==> src/rtl/cpu_pkg.sv <==
// Shared CPU constants and the fetch-stage state type.
package cpu_pkg;

    localparam int unsigned     XLEN        = 32;
    localparam int unsigned     FETCH_DEPTH = 4;
    localparam logic [XLEN-1:0] RESET_PC    = 32'd0;

    typedef enum logic {
        StRun,
        StFlush
    } fetch_state_e;

endpackage

==> src/rtl/fetch_fifo.sv <==
// Synchronous instruction queue with flush; one push and one pop per cycle.
module fetch_fifo #(
    parameter int unsigned DEPTH = 4,
    parameter int unsigned WIDTH = 64
) (
    input  logic                       clk,
    input  logic                       rst,
    input  logic                       flush,
    input  logic                       push,
    input  logic [WIDTH-1:0]           push_data,
    input  logic                       pop,
    output logic [WIDTH-1:0]           head_data,
    output logic [$clog2(DEPTH+1)-1:0] count,
    output logic                       full,
    output logic                       empty
);

    localparam int unsigned AW = $clog2(DEPTH);
    localparam int unsigned CW = $clog2(DEPTH + 1);

    logic [WIDTH-1:0] mem_q [DEPTH];
    logic [AW-1:0]    wr_ptr_q;
    logic [AW-1:0]    rd_ptr_q;
    logic [CW-1:0]    count_q;
    logic             do_push;
    logic             do_pop;

    assign full      = (count_q == CW'(DEPTH));
    assign empty     = (count_q == '0);
    assign count     = count_q;
    assign head_data = mem_q[rd_ptr_q];
    assign do_pop    = pop && !empty;
    // A full queue still takes a push when the head leaves in the same cycle.
    assign do_push   = push && (!full || do_pop);

    always_ff @(posedge clk) begin
        if (rst || flush) begin
            wr_ptr_q <= '0;
            rd_ptr_q <= '0;
            count_q  <= '0;
        end else begin
            if (do_push) begin
                mem_q[wr_ptr_q] <= push_data;
                wr_ptr_q        <= wr_ptr_q + 1'b1;
            end
            if (do_pop) begin
                rd_ptr_q <= rd_ptr_q + 1'b1;
            end
            count_q <= count_q + CW'(do_push) - CW'(do_pop);
        end
    end

endmodule

==> src/rtl/fetch_unit.sv <==
// Instruction fetch: sequential word-address requests, in-order responses queued for decode,
// redirects and resets drop responses still owed by memory.
module fetch_unit #(
    parameter int unsigned                 DEPTH    = cpu_pkg::FETCH_DEPTH,
    parameter logic [cpu_pkg::XLEN-1:0]    RESET_PC = cpu_pkg::RESET_PC
) (
    input  logic                     clk,
    input  logic                     rst,
    output logic                     imem_req_valid,
    input  logic                     imem_req_ready,
    output logic [cpu_pkg::XLEN-1:0] imem_req_addr,
    input  logic                     imem_rsp_valid,
    input  logic [cpu_pkg::XLEN-1:0] imem_rsp_data,
    input  logic                     redirect_valid,
    input  logic [cpu_pkg::XLEN-1:0] redirect_addr,
    output logic                     dec_valid,
    input  logic                     dec_ready,
    output logic [cpu_pkg::XLEN-1:0] dec_instr,
    output logic [cpu_pkg::XLEN-1:0] dec_pc4
);

    import cpu_pkg::*;

    localparam int unsigned CW = $clog2(DEPTH + 1);
    localparam int unsigned SW = CW + 1;
    localparam int unsigned EW = 2 * XLEN;

    fetch_state_e    state_q;
    logic [XLEN-1:0] pc_q;
    logic [XLEN-1:0] rsp_pc_q;
    logic [CW-1:0]   outstanding_q;
    logic [CW-1:0]   drop_cnt_q;
    logic [SW-1:0]   stale_q;

    logic [CW-1:0]   fifo_count;
    logic            fifo_full;
    logic            fifo_empty;
    logic [EW-1:0]   head_data;

    logic            req_fire;
    logic            rsp_stale;
    logic            rsp_live;
    logic            rsp_keep;
    logic            pop;
    logic [CW-1:0]   redirect_drop;
    logic [SW-1:0]   owed;

    always_comb begin
        imem_req_valid = !rst && !redirect_valid &&
                         ((SW'(fifo_count) + SW'(outstanding_q)) < SW'(DEPTH));
        req_fire       = imem_req_valid && imem_req_ready;
        // Responses owed from before a reset are the oldest in flight, so they come first.
        rsp_stale      = imem_rsp_valid && (stale_q != '0);
        rsp_live       = imem_rsp_valid && (stale_q == '0) && (outstanding_q != '0);
        rsp_keep       = rsp_live && (state_q == StRun) && !redirect_valid;
        dec_valid      = !rst && !fifo_empty && !redirect_valid;
        pop            = dec_valid && dec_ready;
        redirect_drop  = outstanding_q - CW'(rsp_live);
        owed           = stale_q + SW'(outstanding_q);
    end

    assign imem_req_addr = pc_q;
    assign dec_instr     = (rst || fifo_empty) ? '0 : head_data[EW-1:XLEN];
    assign dec_pc4       = (rst || fifo_empty) ? '0 : head_data[XLEN-1:0];

    always_ff @(posedge clk) begin
        if (rst) begin
            state_q       <= StRun;
            pc_q          <= RESET_PC;
            rsp_pc_q      <= RESET_PC;
            outstanding_q <= '0;
            drop_cnt_q    <= '0;
            // Memory is not reset with us; remember how many answers are still coming.
            stale_q       <= owed - SW'(imem_rsp_valid && (owed != '0));
        end else begin
            stale_q       <= stale_q - SW'(rsp_stale);
            outstanding_q <= outstanding_q + CW'(req_fire) - CW'(rsp_live);
            if (redirect_valid) begin
                pc_q       <= redirect_addr;
                rsp_pc_q   <= redirect_addr;
                drop_cnt_q <= redirect_drop;
                state_q    <= (redirect_drop != '0) ? StFlush : StRun;
            end else begin
                if (req_fire) begin
                    pc_q <= pc_q + XLEN'(1);
                end
                if (rsp_keep) begin
                    rsp_pc_q <= rsp_pc_q + XLEN'(1);
                end
                if (state_q == StFlush && rsp_live) begin
                    drop_cnt_q <= drop_cnt_q - 1'b1;
                    if (drop_cnt_q == CW'(1)) begin
                        state_q <= StRun;
                    end
                end
            end
        end
    end

    fetch_fifo #(
        .DEPTH(DEPTH),
        .WIDTH(EW)
    ) u_fifo (
        .clk      (clk),
        .rst      (rst),
        .flush    (redirect_valid),
        .push     (rsp_keep),
        .push_data({imem_rsp_data, rsp_pc_q + XLEN'(1)}),
        .pop      (pop),
        .head_data(head_data),
        .count    (fifo_count),
        .full     (fifo_full),
        .empty    (fifo_empty)
    );

    unexpected_rsp_a: assert property (@(posedge clk) disable iff (rst)
        imem_rsp_valid |-> (outstanding_q != '0 || stale_q != '0))
        else $error("fetch_unit: response with no request outstanding");

    no_overflow_a: assert property (@(posedge clk) disable iff (rst)
        rsp_keep |-> (!fifo_full || pop))
        else $error("fetch_unit: response with no free queue slot");

endmodule

==> config.mk <==
export PLATFORM = sky130hd
export DESIGN_NAME = fetch_unit
export DESIGN_NICKNAME = d
export VERILOG_FILES = /design/src/rtl/cpu_pkg.sv /design/src/rtl/fetch_fifo.sv /design/src/rtl/fetch_unit.sv
export SDC_FILE = /design/constraint.sdc
export NUM_CORES = 1
export LEC_CHECK = 0
export CORE_UTILIZATION = 35
export DETAILED_ROUTE_END_ITERATION = 10
export PLACE_DENSITY_LB_ADDON = 0.2
export REMOVE_ABC_BUFFERS = 1
export SLEW_MARGIN = 20
export SYNTH_ARGS = -nofsm -noshare
export SYNTH_HDL_FRONTEND = slang
export SYNTH_SLANG_ARGS = --single-unit
export TNS_END_PERCENT = 20
==> constraint.sdc <==
create_clock -name clk -period 6.7 [get_ports clk]
set_clock_uncertainty 0.2 [all_clocks]
set_input_delay 0.67 -clock clk [delete_from_list [all_inputs] [get_ports clk]]
set_output_delay 0.67 -clock clk [all_outputs]
set_load 0.005 [all_outputs]
==> run_results.csv, run 1 <==
group,metric,value,unit
clock_network,cts_hold_buf,0,
outcome,status,"finished, final reports clean",
timing,finalSetupTns,0,ns
hold_path,min_to,"rsp_pc_q[1]$_SDFFE_PP0P_",
logic_synthesis,ys_warn_count,0,
routing,drc,0,
global_routing,grt_pass1_wl,55800,um
finish,drive_above_1_share,0.127,
routing,via_per_inst,5.19,
place,io_buffers,167,
routing,antenna_left,0,
worst_setup_path,slowest_stage,"dfxtp_4",
worst_setup_path,required,5.83,ns
worst_setup_path,crit_path_max_fanout,40,
worst_setup_path,crit_family,"buffers and inverters",
finish,layout.area.seq,9380,um^2
clock_network,clk_latency,0.52,ns
routing,wirelength,36300,um
hold_path,hold_class,"reg2reg",
die,initial_core_util,0.358,
logic_synthesis,synth_cell_type_count,69,
routing,drtIter0Drc,696,
die,die_w,210,um
place,gp_congestion,0.781,
global_routing,gr-total-overflow,0,
logic_synthesis,synth_top_area_share,0.509,
timing,slew_viol_final,0,
worst_setup_path,rr_startpoint,"stale_q[3]$_DFF_P_",
timing,worst_pin_slew,1.06,ns
routing,wl_per_cell,20.2,um
finish,diodes,0,
worst_setup_path,reg2reg_depth,6,
logic_synthesis,syn-mean-instance-area,14.0,um^2
timing,final.min_clock_period,4.17,ns
logic_synthesis,synth_area,15100,um^2
timing,grt_setup_unrepaired,"no",
clock_network,clock-sinks,340,
logic_synthesis,synth_edf_count,256,
finish,area_growth,22.2,%
die,die_h,210,um
worst_setup_path,max_stage_delay,0.97,ns
global_routing,grt_max_degree,65,
logic_synthesis,async_reset_ff_frac,0,
clock_network,postCtsSetupBuffers,0,
worst_setup_path,start_kind,"register",
die,row_count,75,
routing,firstDrtPassIters,5,
place,dp_hpwl,23700,um
clock_network,clk_path_buf_depth,3,
worst_setup_path,path_cells,"buf_4, mux4_2, nor2b_1, clkdlybuf4s50_1",
die,pin_count,168,
global_routing,grt_antenna_before_repair,0,
worst_setup_path,criticalPathCategory,"reg2out",
die,core-area,42200,um^2
finish,layout_commonest_cell,"edfxtp_1",
timing,slew_headroom,0.291,
power,p_total,0.00476,W
logic_synthesis,synth_top_area_cell,"edfxtp_1",
global_routing,grt.total_usage,0.166,
power,leakage,5.95,nW
worst_setup_path,end_kind,"output pin",
timing,hold_ws,0.337,ns
clock_network,post_cts_resize_count,0,
global_routing,grt_pass1_vias,9372,
timing,hold_viol,0,
timing,min_period_over_period,0.623,
logic_synthesis,yosys-top-cells-area,"edfxtp_1 (51%), dfxtp_1 (11%), mux4_2 (9.5%), nor2b_1 (2.9%), xnor2_1 (2.8%)",
clock_network,tritoncts,"done",
clock_network,h-tree-depth,2,
worst_setup_path,crit_buf_inv,2,
die,die-area,44000,um^2
logic_synthesis,synth_compound_area_frac,0.0553,
logic_synthesis,synth-simple-area-share,0.124,
logic_synthesis,synth_fa_ha_area_frac,0.0230,
logic_synthesis,synthXorXnorAreaFrac,0.0452,
clock_network,numCtsBuffers,39,
logic_synthesis,netlist_instances,1079,
logic_synthesis,muxShareOfSynthArea,0.100,
logic_synthesis,synth_flop_cell,"edfxtp_1",
run,cap_violations,0,
finish,final_cell_mix,"edfxtp_1 (256), clkdlybuf4s50_1 (165), dfxtp_1 (82)",
finish,nets,1327,
hold_path,whs_path_depth,2,
finish,fill_cells,3872,
worst_setup_path,r2r_end,"u_fifo.mem_q[3][39]$_DFFE_PP_",
logic_synthesis,synth_seq_cells,340,
logic_synthesis,synth_top_family_by_area,"simple AND/OR/NAND/NOR gates",
worst_setup_path,reg2reg_slack,3.12,ns
power,peakVddDrop,0.129,mV
finish,multi_input_area,5270,um^2
routing,vias,9328,
hold_path,min-delay-start,"rsp_pc_q[1]$_SDFFE_PP0P_",
logic_synthesis,ys_seq_area_frac,0.620,
timing,setup-violations-final,0,
clock_network,cts_root_buffer,"clkbuf_16",
timing,fmax,0.240,GHz
clock_network,cts.clk_slew.worst_paths,0.06,ns
power,power_density,258,nW/um^2
worst_setup_path,critPathArrivalTime,3.30,ns
cells in the mapped netlist, types with 4 or more instances:
master / n
and2_1: 11
a211oi_1: 22
or3_1: 16
and3_1: 16
xnor2_1: 49
buf_2: 17
nor4_2: 5
or2_2: 4
nor4_1: 7
nand3_1: 26
and4_1: 9
dfxtp_1: 84
o211ai_1: 4
clkbuf_1: 35
nand4_1: 18
a21boi_0: 6
nor2b_1: 69
ha_1: 23
nand2_1: 45
or4_1: 4
a31oi_1: 16
inv_1: 32
o21ai_0: 15
mux2i_1: 5
buf_6: 7
mux4_2: 64
xor2_1: 29
edfxtp_1: 256
nor3_1: 28
a21oi_1: 25
a311oi_1: 6
nor2_1: 71
cells by family (layout without fill, tap and decap cells):
kind of cell             Yosys count  in the layout
AO/OA/AOI/OAI                    122            122
XOR/XNOR                          78             78
adder cells (fa/ha/maj)           26             26
buffers and inverters            101            281
flip-flops                       340            340
multiplexers                      71             71
AND/OR/NAND/NOR                  341            341
final cells by class:
| type | instances | share of cell area |
|---|---|---|
| clock buffers | 47 | 0.0556 |
| clock inverters | 22 | 0.0133 |
| inverters | 33 | 0.00671 |
| multi-input cells | 638 | 0.285 |
| flip-flops and latches | 340 | 0.508 |
| well taps | 539 | 0.0365 |
| repair buffers | 179 | 0.0948 |
how the worst max path moves through the flow:
stage	endpoint	depth (start not counted)
floorplan	dec_instr[0]	2
global placement	u_fifo.mem_q[3][44]$_DFFE_PP_	6
detailed placement	u_fifo.mem_q[3][57]$_DFFE_PP_	6
CTS	dec_pc4[18]	4
global route	dec_pc4[22]	4
finish	dec_pc4[16]	4
metrics by stage:
| step | instance area (um^2) | setup WS, ns | instances | utilization |
|---|---|---|---|---|
| finish | 18500 | 2.53 | 1798 | 0.437 |
| floorplan | 14800 | 2.31 | 1011 | - |
| global placement | 17200 | 2.73 | 1729 | 0.407 |
| global route | 18500 | 2.23 | 1798 | 0.437 |
| detailed placement | 17200 | 2.61 | 1729 | 0.407 |
| CTS | 18500 | 2.39 | 1798 | 0.437 |
metal layers:
metal / vias up / GRT usage / wire, um / share of wire
li1: 4387 / - / - / -
met3: 39 / 0.0304 / 1930 / 0.053
met4: 0 / 0.0360 / 548 / 0.015
met5: - / 0 / 0 / 0
met1: 4670 / 0.235 / 16700 / 0.46
met2: 232 / 0.265 / 17100 / 0.47
worst reg2reg max path, delay by kind of cell, from the launching register on:
kind | cells | cell delay (ns)
AO/OA/AOI/OAI | 1 | 0.55
buffers and inverters | 2 | 0.82
AND/OR/NAND/NOR | 3 | 1.29
flip-flops | 1 | 0.35
flip-flops by register name, summed over array words and instances, names as in the netlist, named ones only:
name	count
drop_cnt_q	3
rsp_pc_q	32
u_fifo.count	3
stale_q	4
state_q	1
u_fifo.rd_ptr_q	2
u_fifo.wr_ptr_q	2
u_fifo.mem_q	256
outstanding_q	3
imem_req_addr	32
power breakdown:
group          switching [W]  internal, W  total (W)
combinational       0.000145     0.000141   0.000286
clock               0.000823      0.00129    0.00211
sequential         0.0000612      0.00231    0.00237
total                0.00103      0.00373    0.00476
(Power assumes the default switching activity.)
==> run 2, diff against run 1 <==
==> constraint.sdc (replaced) <==
create_clock -name clk -period 4.1 [get_ports clk]
set_clock_uncertainty 0.2 [all_clocks]
set_input_delay 0.41 -clock clk [delete_from_list [all_inputs] [get_ports clk]]
set_output_delay 0.41 -clock clk [all_outputs]
set_load 0.005 [all_outputs]
==> run 2 against run 1 <==
Effect of this change: utilization increased by 0.71 points; die area unchanged; largest cell class unchanged; setup slack worse by 1.7 ns; non-clock buffer count increased by 11; count of clock-buffer cells in the layout shrank 2; register-to-register slack lost 2.1 ns; sequential power rose by 63%; combinational power increased by 66%.
==> run_results.csv, run 2 (synthesis gave the netlist of run 1 again) <==
group,metric,value,unit
timing,finalSetupTns,0,ns
global_routing,gr-total-overflow,0,
worst_setup_path,crit_buf_inv,2,
worst_setup_path,crit_family,"buffers and inverters",
routing,via_per_inst,5.16,
timing,worst_pin_slew,0.919,ns
global_routing,grt.total_usage,0.169,
worst_setup_path,max_stage_delay,0.58,ns
place,gp_congestion,0.782,
finish,drive_above_1_share,0.137,
routing,vias,9351,
clock_network,cts_root_buffer,"clkbuf_16",
clock_network,cts.clk_slew.worst_paths,0.06,ns
global_routing,grt_antenna_before_repair,1,
run,cap_violations,0,
clock_network,clk_path_buf_depth,3,
finish,largest_register_ffs,256,
die,initial_core_util,0.358,
worst_setup_path,start_kind,"register",
place,dpl_cell_area,17400,um^2
place,dp_hpwl,24400,um
timing,hold_viol,0,
clock_network,clock-sinks,340,
routing,wl_per_cell,20.3,um
clock_network,tritoncts,"done",
routing,antenna_left,0,
routing,routed-wl-met2,17200,um
worst_setup_path,path_cells,"buf_12, mux4_2, nor2b_1, clkdlybuf4s50_1",
die,die_h,210,um
finish,regMostFlops,"u_fifo.mem_q",
timing,fmax,0.307,GHz
timing,grt_setup_unrepaired,"no",
worst_setup_path,end_kind,"output pin",
finish,layout_commonest_cell,"edfxtp_1",
finish,fin_util,0.445,
global_routing,grt_pass1_wl,56600,um
worst_setup_path,criticalPathCategory,"reg2out",
die,core-area,42200,um^2
routing,drtIter0Drc,539,
routing,drc,0,
clock_network,postCtsSetupBuffers,0,
finish,fill_cells,3845,
power,leakage,6.08,nW
timing,slew_viol_final,0,
clock_network,h-tree-depth,2,
finish,finalInstanceArea,18800,um^2
die,pin_count,168,
global_routing,grt_pass1_vias,9351,
clock_network,clk_latency,0.54,ns
finish,area_growth,24.2,%
timing,min_period_over_period,0.794,
power,peakVddDrop,0.291,mV
finish,final_cell_mix,"edfxtp_1 (256), clkdlybuf4s50_1 (165), dfxtp_1 (82)",
worst_setup_path,required,3.49,ns
global_routing,grt_max_degree,75,
timing,slew_headroom,0.383,
die,row_count,75,
timing,final.min_clock_period,3.26,ns
hold_path,hold_class,"in2reg",
worst_setup_path,critPathArrivalTime,2.65,ns
routing,wl_met3,1760,um
power,power_density,431,nW/um^2
finish,nets,1338,
routing,wirelength,36800,um
power,p_total,0.00808,W
clock_network,post_cts_resize_count,0,
outcome,status,"finished, final reports clean",
die,die_w,210,um
routing,firstDrtPassIters,5,
worst_setup_path,crit_path_max_fanout,37,
routing,routed.top_layer,"met5",
clock_network,numCtsBuffers,39,
place,io_buffers,167,
finish,diodes,0,
routing,wl_met1,17300,um
timing,setup-violations-final,0,
worst_setup_path,slowest_stage,"mux4_2",
die,die-area,44000,um^2
clock_network,cts_hold_buf,0,
run 2: cell types whose count changed in the layout (fill, tap and decap cells not counted):
cell	before	now
clkbuf_1	7	5
inv_6	1	2
clkinv_4	0	1
bufinv_16	5	9
clkinv_2	8	5
buf_12	0	8
clkinv_1	6	7
buf_4	12	15
run 2: stage by stage:
stage | instances | hold WS, ns | setup WS [ns]
final | 1811 | 0.0520 | 0.844
after global routing | 1811 | 0.0627 | 0.672
after CTS | 1811 | 0.0352 | 0.745
after detailed placement | 1740 | 0.330 | 0.816
after global placement | 1740 | 0.317 | 0.876
after floorplan | 1011 | 0.275 | -0.155
run 2: area by class of cell:
type | instances | area, um^2 | share of cell area
inverters | 33 | 124 | 0.00660
multi-input cells | 638 | 5270 | 0.281
well taps | 539 | 674 | 0.0359
clock buffers | 45 | 1020 | 0.0543
flip-flops and latches | 340 | 9380 | 0.499
repair buffers | 190 | 1930 | 0.103
clock inverters | 26 | 372 | 0.0198
run 2: worst register-to-register path, cell delays in order, from the launching register on:
cell	delay, ns
dfxtp_1	0.34
nor4_2	0.50
nand4b_1	0.20
a311oi_1	0.59
and2_4	0.58
buf_12	0.31
run 2: per-layer routing:
layer	up-vias	global-route usage
met5	-	0
met4	2	0.0398
li1	4414	-
met1	4662	0.240
met2	230	0.267
met3	43	0.0314
run 2: power by group:
part	internal (W)	total (W)	switching [W]
clock	0.00236	0.00374	0.00138
sequential	0.00377	0.00387	0.0000985
combinational	0.000232	0.000474	0.000242
run 2: final timing paths:
check | to | from | slack [ns] | depth (start not counted)
max | dec_pc4[7] | register | 0.84 | 4
min | u_fifo.count[0]$_SDFF_PP0_ | redirect_valid | 0.05 | 3
max reg2reg | u_fifo.mem_q[1][0]$_DFFE_PP_ | stale_q[3]$_DFF_P_ | 1.04 | 5
min reg2reg | drop_cnt_q[1]$_SDFFE_PP0P_ | drop_cnt_q[1]$_SDFFE_PP0P_ | 0.34 | 2
==> run 3, diff against run 2 <==
==> constraint.sdc (replaced) <==
create_clock -name clk -period 3.1 [get_ports clk]
set_clock_uncertainty 0.2 [all_clocks]
set_input_delay 0.31 -clock clk [delete_from_list [all_inputs] [get_ports clk]]
set_output_delay 0.31 -clock clk [all_outputs]
set_load 0.005 [all_outputs]
==> run 3 against run 2 <==
Effect of this change: worst hold slack gained 0.0018 ns; critical path depth increased by 1; total power increased by 26%; combinational power is 33% higher; critical path type unchanged; clock power grew 18%; register-to-register slack got worse by 0.79 ns; cell area up 0.27%.
==> run_results.csv, run 3 (synthesis gave the netlist of run 1 again) <==
group,metric,value,unit
outcome,status,"finished, final reports clean",
place,dp_hpwl,24600,um
routing,antenna_left,0,
clock_network,cts.clk_slew.worst_paths,0.06,ns
global_routing,grt.total_usage,0.172,
die,die_w,210,um
clock_network,numCtsBuffers,39,
routing,via_per_inst,5.20,
timing,worst_pin_slew,0.845,ns
finish,nets,1361,
routing,drtIter0Drc,530,
finish,fin_util,0.446,
global_routing,grt_pass1_wl,57200,um
worst_setup_path,criticalPathCategory,"reg2out",
die,die-area,44000,um^2
clock_network,clock-sinks,340,
worst_setup_path,crit_path_max_fanout,17,
clock_network,post_cts_resize_count,0,
clock_network,cts_hold_buf,0,
power,p_total,0.0102,W
routing,wl_met3,2000,um
routing,routed.top_layer,"met4",
timing,final.min_clock_period,2.96,ns
routing,routed-wl-met2,17000,um
timing,hold_viol,0,
die,initial_core_util,0.358,
place,post-place-ws,0.0876,ns
finish,final_cell_mix,"edfxtp_1 (256), clkdlybuf4s50_1 (165), dfxtp_1 (82)",
global_routing,grt_pass1_vias,9568,
worst_setup_path,start_kind,"register",
finish,layout_commonest_cell,"edfxtp_1",
routing,vias,9532,
worst_setup_path,reg2reg_slack,0.25,ns
timing,grt_setup_unrepaired,"no",
finish,drive_above_1_share,0.145,
clock_network,postCtsSetupBuffers,3,
power,peakVddDrop,0.356,mV
die,die_h,210,um
routing,wirelength,37500,um
die,row_count,75,
finish,diodes,0,
global_routing,grt_antenna_before_repair,0,
clock_network,h-tree-depth,2,
finish,largest_register_ffs,256,
clock_network,cts_root_buffer,"clkbuf_16",
routing,firstDrtPassIters,5,
routing,wl_met1,17700,um
routing,wl_per_cell,20.5,um
place,gp_congestion,0.814,
run,cap_violations,0,
clock_network,clk_path_buf_depth,3,
global_routing,grt_max_degree,56,
timing,min_period_over_period,0.954,
worst_setup_path,required,2.59,ns
timing,fin_ws,0.144,ns
worst_setup_path,critPathArrivalTime,2.45,ns
die,core-area,42200,um^2
timing,slew_viol_final,0,
place,io_buffers,167,
power,power_density,539,nW/um^2
die,pin_count,168,
hold_path,hold_class,"in2reg",
timing,slew_headroom,0.435,
timing,setup-violations-final,0,
finish,area_growth,24.5,%
power,leakage,6.13,nW
global_routing,gr-total-overflow,0,
routing,drc,0,
clock_network,tritoncts,"done",
clock_network,clk_latency,0.54,ns
worst_setup_path,end_kind,"output pin",
timing,fmax,0.338,GHz
finish,regMostFlops,"u_fifo.mem_q",
[run 3: changes by cell type in the layout (fill, tap and decap cells not counted), moves of 2 or more]
cell / previous run / this run
clkinv_1: 7 / 13
clkbuf_1: 5 / 7
bufinv_16: 9 / 2
buf_12: 8 / 12
buf_4: 15 / 34
clkinv_2: 5 / 3
[run 3: power breakdown]
part	switching (W)	leakage [nW]	total (W)	internal (W)
clock	0.00182	0.589	0.00441	0.00258
sequential	0.000128	3.01	0.00511	0.00499
combinational	0.000321	2.53	0.000632	0.000311
[run 3: worst max-delay path, cell delays in order, from the launching register on]
cell and delay, ns:
dfxtp_4 0.35, buf_12 0.16, buf_12 0.21, mux4_2 0.53
nor2b_1 0.14, clkdlybuf4s50_1 0.48
[run 3: area by class of cell]
class	count	area [um^2]
timing repair buffer	213	2160
multi-input combinational	638	5270
sequential	340	9380
fill	3863	23400
clock buffer	48	1050
clock inverter	22	168
tap	539	674
inverter	33	124
[run 3: final timing paths]
path,end,from,cells past startpoint
hold / removal,imem_req_addr[10]$_SDFFE_PP0P_,rst,3
hold reg to reg,imem_req_addr[1]$_SDFFE_PP0P_,imem_req_addr[1]$_SDFFE_PP0P_,2
setup reg to reg,outstanding_q[2]$_SDFF_PP0_,u_fifo.count[1]$_SDFF_PP0_,12
setup / recovery,dec_pc4[9],register,5
[run 3: layer usage]
metal  up-vias  track usage
met5         -            0
met4         0       0.0483
met3        41       0.0380
met2       232        0.265
met1      4801        0.245
li1       4458            -
[run 3: stage by stage]
stage	area, um^2	std cells	hold WS [ns]	setup TNS (ns)
2_1_floorplan	14800	1011	0.175	-356.10
3_3_place_gp	17600	1760	0.315	0
3_5_place_dp	17600	1760	0.320	0
4_1_cts	18800	1833	0.0153	0
5_1_grt	18800	1833	0.0526	0
6_report	18800	1833	0.0538	0
